<file path="config.mk">
export PLATFORM = sky130hd
export DESIGN_NAME = adder_operand_loader
export DESIGN_NICKNAME = d
export VERILOG_FILES = /design/src/rtl/adder_operand_loader.sv
export SDC_FILE = /design/constraint.sdc
export NUM_CORES = 1
export LEC_CHECK = 0
export ABC_AREA = 1
export CAP_MARGIN = 20
export CORE_MARGIN = 3
export CORE_UTILIZATION = 55
export CTS_CLUSTER_SIZE = 8
export DETAILED_ROUTE_END_ITERATION = 10
export HOLD_SLACK_MARGIN = 0.12
export PLACE_DENSITY_LB_ADDON = 0.05
export SKIP_LAST_GASP = 1
export SYNTH_ARGS = -nofsm -noshare
export SYNTH_HDL_FRONTEND = slang
export SYNTH_SLANG_ARGS = --single-unit
</file>
<file path="constraint.sdc">
create_clock -name Clock -period 3.1 [get_ports Clock]
set_input_delay 0.31 -clock Clock [delete_from_list [all_inputs] [get_ports Clock]]
set_output_delay 0.31 -clock Clock [all_outputs]
set_load 0.05 [all_outputs]
</file>
<file path="src/rtl/adder_operand_loader.sv">
// adder_operand_loader
// Front-end control stage for an n-bit ripple adder on the FPGA board.
// The user loads operand X, then operand Y and carry-in from slide switches.
// Each value is taken on one Enter press. The stage then captures the
// adder's {Cout,S} into Result and holds it until the next press.
//
// Ports:
//   Clock   in   system clock, rising edge
//   Reset   in   synchronous, active-high reset
//   SW      in   [n-1:0] operand switches
//   CinSW   in   carry-in switch
//   Enter   in   raw asynchronous pushbutton, active-high, bouncy
//   S       in   [n-1:0] sum from the adder
//   Cout    in   carry-out from the adder
//   X, Y    out  [n-1:0] registered operands to the adder
//   Cin     out  registered carry-in to the adder
//   Result  out  [n:0] captured {Cout,S}
//   Valid   out  Result corresponds to the current X, Y, Cin
//   State   out  [1:0] LOAD_X=00, LOAD_Y=01, CALC=10, SHOW=11
module adder_operand_loader #(
  parameter int n         = 4,
  parameter int DB_CYCLES = 500000
) (
  input  logic         Clock,
  input  logic         Reset,
  input  logic [n-1:0] SW,
  input  logic         CinSW,
  input  logic         Enter,
  input  logic [n-1:0] S,
  input  logic         Cout,
  output logic [n-1:0] X,
  output logic [n-1:0] Y,
  output logic         Cin,
  output logic [n:0]   Result,
  output logic         Valid,
  output logic [1:0]   State
);

  localparam int CW = (DB_CYCLES > 1) ? $clog2(DB_CYCLES) : 1;
  localparam logic [CW-1:0] CNT_LAST = CW'(DB_CYCLES - 1);

  typedef enum logic [1:0] {
    LOAD_X = 2'b00,
    LOAD_Y = 2'b01,
    CALC   = 2'b10,
    SHOW   = 2'b11
  } state_t;

  state_t state;
  state_t state_next;

  logic          sync_a;
  logic          sync_b;
  logic          db_level;
  logic [CW-1:0] db_cnt;
  logic          accept;
  logic          press;

  logic          load_x;
  logic          load_y;
  logic          capture;
  logic          clear_valid;

  // The debounced level flips on the cycle the counter reaches its last value
  // while the levels still differ.
  always_comb begin
    accept = (sync_b != db_level) && (db_cnt == CNT_LAST);
  end

  // The debounced level resets high. A button that is already held therefore
  // must be seen released for the full window before any press can count.
  always_ff @(posedge Clock) begin
    if (Reset) begin
      sync_a   <= 1'b0;
      sync_b   <= 1'b0;
      db_level <= 1'b1;
      db_cnt   <= '0;
      press    <= 1'b0;
    end else begin
      sync_a <= Enter;
      sync_b <= sync_a;
      if (sync_b != db_level) begin
        if (accept) begin
          db_level <= sync_b;
          db_cnt   <= '0;
        end else begin
          db_cnt <= db_cnt + 1'b1;
        end
      end else begin
        db_cnt <= '0;
      end
      // Pulse only on the accepted 0->1 transition.
      press <= accept & sync_b;
    end
  end

  always_ff @(posedge Clock) begin
    if (Reset) begin
      state <= LOAD_X;
    end else begin
      state <= state_next;
    end
  end

  always_comb begin
    state_next  = state;
    load_x      = 1'b0;
    load_y      = 1'b0;
    capture     = 1'b0;
    clear_valid = 1'b0;
    case (state)
      LOAD_X: begin
        if (press) begin
          load_x     = 1'b1;
          state_next = LOAD_Y;
        end
      end
      LOAD_Y: begin
        if (press) begin
          load_y     = 1'b1;
          state_next = CALC;
        end
      end
      CALC: begin
        capture    = 1'b1;
        state_next = SHOW;
      end
      SHOW: begin
        if (press) begin
          clear_valid = 1'b1;
          state_next  = LOAD_X;
        end
      end
      default: state_next = LOAD_X;
    endcase
  end

  always_ff @(posedge Clock) begin
    if (Reset) begin
      X      <= '0;
      Y      <= '0;
      Cin    <= 1'b0;
      Result <= '0;
      Valid  <= 1'b0;
    end else begin
      if (load_x) begin
        X <= SW;
      end
      if (load_y) begin
        Y   <= SW;
        Cin <= CinSW;
      end
      if (capture) begin
        Result <= {Cout, S};
        Valid  <= 1'b1;
      end else if (clear_valid) begin
        Valid <= 1'b0;
      end
    end
  end

  assign State = state;

endmodule

</file>
; Word level (Yosys, flattened, before mapping)
; Cells that the tools add are included.
[word_totals]
ff_bits = 40
output_inout_bits = 17
wordCells = 39
[op_classes]
add_sub_neg = 1
n_eq_ne = 8
n_mux = 11
bitwise = 2
n_reduce_logical = 6
[op_table]
columns = operator, n
row1 = adder 19 x 1 -> 19 bit (second input constant), 1
row2 = equality test 19 bit (second input constant), 1
row3 = case mux 2 bit (4 select lines), 1
row4 = two-way mux 1 bit, 7
row5 = two-way mux 2 bit, 3
row6 = inequality test 2 bit (second input constant), 3
row7 = equality test 2 bit (second input constant), 2
row8 = AND reduction 3 bit, 1
row9 = OR reduction 3 bit, 1
row10 = equality test 2 x 1 -> 1 bit (second input constant), 1
row11 = logical NOT 2 bit, 1
row12 = AND reduction 2 bit, 1
row13 = nonzero test 2 bit, 1
row14 = AND 1 bit, 1
row15 = logical AND 1 bit, 1
row16 = inequality test 1 bit, 1
row17 = NOT 1 bit, 1

; Logic depth before layout (Yosys ltp)
[logic_depth]
ltp_word = 4
depth_mapped = 9

; Worst setup path before layout
; Ideal clock, no wire load.
[synth_timing]
path_type = flip-flop to flip-flop
startpoint = reg state[0], in the netlist State[0]
endpoint = reg state[1], in the netlist State[1]
setup_ps = 125
arrival_time_ps = 1420
required_ps = 2975
slack_ps = 1555
path_stages_with_launch = 7
path_buffers = 0
period_less_slack_ps = 1545
cell_sequence = dfxtp_1 -> inv_1 -> ha_1 -> nor2_1 -> a21oi_1 -> o21ai_0 -> a21oi_1
[synth_via]
elab_chain_len = 3
[synth_rtl]
columns = item, line
row1 = from (decl), 49  ; state_t state;
row2 = from (signal assigned), 101  ; state <= state_next;
row3 = equality test 2 x 1 -> 1 bit (tied with other cells), 111  ; case (state)
row4 = inequality test 2 bit (no line), -
row5 = AND reduction 3 bit (no line), -
; Parallel ways exist; a longest one is shown, timed or not.
; A chain may end at the register's enable or synchronous reset.

; Worst setup path after layout
[layout_timing]
startpoint = reg state[0], in the netlist State[0]
endpoint = out State[0]
[layout_lines]
columns = item, line
row1 = to (decl), 36  ; output logic [1:0] State
; No word-level cell between the ends.

==> flow_summary.json <==
{
  "yosysTopAreaCell": "dfxtp_1",
  "antenna_cells": 0,
  "finish.instance_area_um2": 2140,
  "synth_area_um2": 1750,
  "synth-edff-count": 0,
  "synth_cell_types": 22,
  "ios": 30,
  "numPortBuffers": 29,
  "rr_worst_depth": 7,
  "synth_top_area_share_pct": 45.7,
  "clockBufferDepth": 2,
  "critPathCaptureType": "primary output",
  "synthCells": 239,
  "layout-drive-gt1-share_pct": 5.11,
  "clock_skew_ns": 0.00671,
  "clk_pin_slew_ns": 0.12,
  "wl_um": 3410,
  "final_max_slew_viol_count": 0,
  "powerDensity_nw_per_um2": 551,
  "cp_slowest_cell": "clkdlybuf4s50_1",
  "synth-seq-cells": 40,
  "setup_tns_ns": 0,
  "tightest_slew_ns": 0.511,
  "grt_pass1_vias": 1402,
  "ys.flop_type": "dfxtp_1",
  "nets": 292,
  "gp_congestion": 0.822,
  "path_depth": 1,
  "insertion_delay_ns": 0.36,
  "rr_endpoint": "db_cnt[16]$_SDFF_PP0_",
  "max_freq_ghz": 0.527,
  "grt_use_total_pct": 18.9,
  "initial_core_util_pct": 60.4,
  "first_pass_iters": 4,
  "drc": 0,
  "ys_warn_count": 0,
  "slowest_delay_ns": 0.82,
  "crit_required_ns": 2.79,
  "period_needed_ns": 1.90,
  "setup_viol": 0,
  "hold_slack_ns": 0.409,
  "cellLeakagePower_uw": 0.000766,
  "status": "complete, no violations",
  "antenna_found_initial": 0,
  "hold_violations": 0,
  "syn_nets": 258,
  "synth_area_leaders": "dfxtp_1 (46%), nor2_1 (15%), nand2_1 (9.2%)",
  "coreArea_um2": 2900,
  "max_cap_violations": 0,
  "yosysMostFrequentCell": "nor2_1",
  "worst_hold_path.endpoint": "sync_b$_SDFF_PP0_",
  "wl_per_cell_um": 10.8,
  "row_count": 19,
  "cts_sinks": 40,
  "rsz0062_at_grt": "false",
  "critPathTopFamily": "buffers and inverters",
  "dieArea_um2": 3900,
  "crit_chain": "clkdlybuf4s50_1",
  "fp.dieH_um": 62.4,
  "cp_data_arrival_time_ns": 1.59,
  "vias": 1545,
  "ctsResizeCount": 0,
  "cts_root_buffer": "clkbuf_4",
  "htree_levels": 2,
  "path_buf_inv": 1,
  "timing.critical_path.from_type": "register",
  "grt_pass1_wl_um": 6000,
  "hpwl_um": 2420,
  "hold_buffers": 0,
  "synth_common_cells": "nor2_1 (68), nand2_1 (43), dfxtp_1 (40)",
  "cts_setup_buffers": 0,
  "ant_nets": 0,
  "hold_class": "register to register",
  "ys_seq_area_share_pct": 45.7,
  "fin_crit_sh_pct": 61.2,
  "grt_overflow": 0,
  "worst_r2r_startpoint": "db_cnt[0]$_SDFF_PP0_",
  "via_per_inst": 4.89,
  "min_from": "sync_a$_SDFF_PP0_",
  "grt_start_max_net_pins": 20,
  "dpl_cell_area_um2": 2080,
  "cts_buffers": 5,
  "r2r_slack_ns": 1.54,
  "dr.first_iter.drc_count": 95,
  "syn-mean-instance-area_um2": 7.32,
  "relSlewSlack_pct": 65.8,
  "cp_max_fo": 4,
  "crit_type": "register to primary output",
  "die_w_um": 62.4,
  "vdd_ir_drop_max_mv": 0.589,
  "syn_to_final_growth_pct": 22.5,
  "async_flop_share_pct": 0,
  "whs_path_depth": 2,
  "cts_tree": "yes"
}
[cell usage in the layout, fill, tap and decap left out, types with 5 or more instances in the layout]
cell	Yosys	layout
nor2_1	68	68
nand2_1	43	43
dfxtp_1	40	40
clkdlybuf4s50_1	0	29
inv_1	21	21
o21ai_0	17	17
nand3_1	10	10
a21oi_1	10	10
ha_1	6	6
xor2_1	5	5
clkbuf_4	0	5
[logic make-up (layout without fill, tap and decap cells)]
logic type               after synthesis  count (layout)  share of synthesized area [%]
AO/OA/AOI/OAI                         28              28                           8.15
XOR/XNOR                               9               9                           4.50
adder cells (fa/ha/maj)                6               6                           4.29
buffers and inverters                 24              59                           5.58
flip-flops                            40              40                           45.7
AND/OR/NAND/NOR                      132             132                           31.7
[how the worst max path moves through the flow]
stage	startpoint	endpoint	slack, ns
2_1_floorplan	State[0]$_SDFFE_PP0P_	State[1]$_SDFFE_PP0P_	1.55
3_3_place_gp	Reset	State[1]$_SDFFE_PP0P_	1.56
5_1_grt	State[1]$_SDFFE_PP0P_	State[1]	1.12
3_5_place_dp	Reset	State[1]$_SDFFE_PP0P_	1.54
6_report	State[0]$_SDFFE_PP0P_	State[0]	1.20
4_1_cts	State[0]$_SDFFE_PP0P_	State[0]	1.19
[cell type report]
cell class / instances / area, µm²
multi-input combinational: 175 / 852
sequential: 40 / 801
fill: 249 / 756
inverter: 22 / 82.6
tap: 42 / 52.6
clock inverter: 2 / 15.0
timing repair buffer: 29 / 290
clock buffer: 6 / 51.3
[per-layer routing]
layer  vias up  track usage, %  routed length (µm)
met5         -               0                   0
met4         0            9.92                  53
met3         8            3.96                 177
met2        45            29.8                1510
met1       675            24.2                1670
li1        817               -                   -
[sequential cells by signal (all words and copies together), names as in the netlist]
signal	cells
Cin	1
db_level	1
sync_b	1
Result	5
Y	4
X	4
Valid	1
press	1
sync_a	1
db_cnt	19
State	2
[per-stage QoR]
| step | util, % | setup WS, ns | power [µW] | cells |
|---|---|---|---|---|
| after floorplan | - | 1.55 | 800 | 239 |
| after global placement | 71.7 | 1.56 | 899 | 308 |
| after detailed placement | 71.7 | 1.54 | 901 | 308 |
| after CTS | 73.9 | 1.19 | 1190 | 316 |
| after global routing | 73.9 | 1.12 | 1240 | 316 |
| final | 73.9 | 1.20 | 1180 | 316 |
[power by group]
| group | leakage, µW | internal, µW | switching, µW |
|---|---|---|---|
| sequential | 0.000324 | 551 | 24.0 |
| clock | 0.0000305 | 110 | 181 |
| combinational | 0.000411 | 108 | 207 |
| total | 0.000766 | 769 | 412 |
Power figures use the tool's default switching activity.
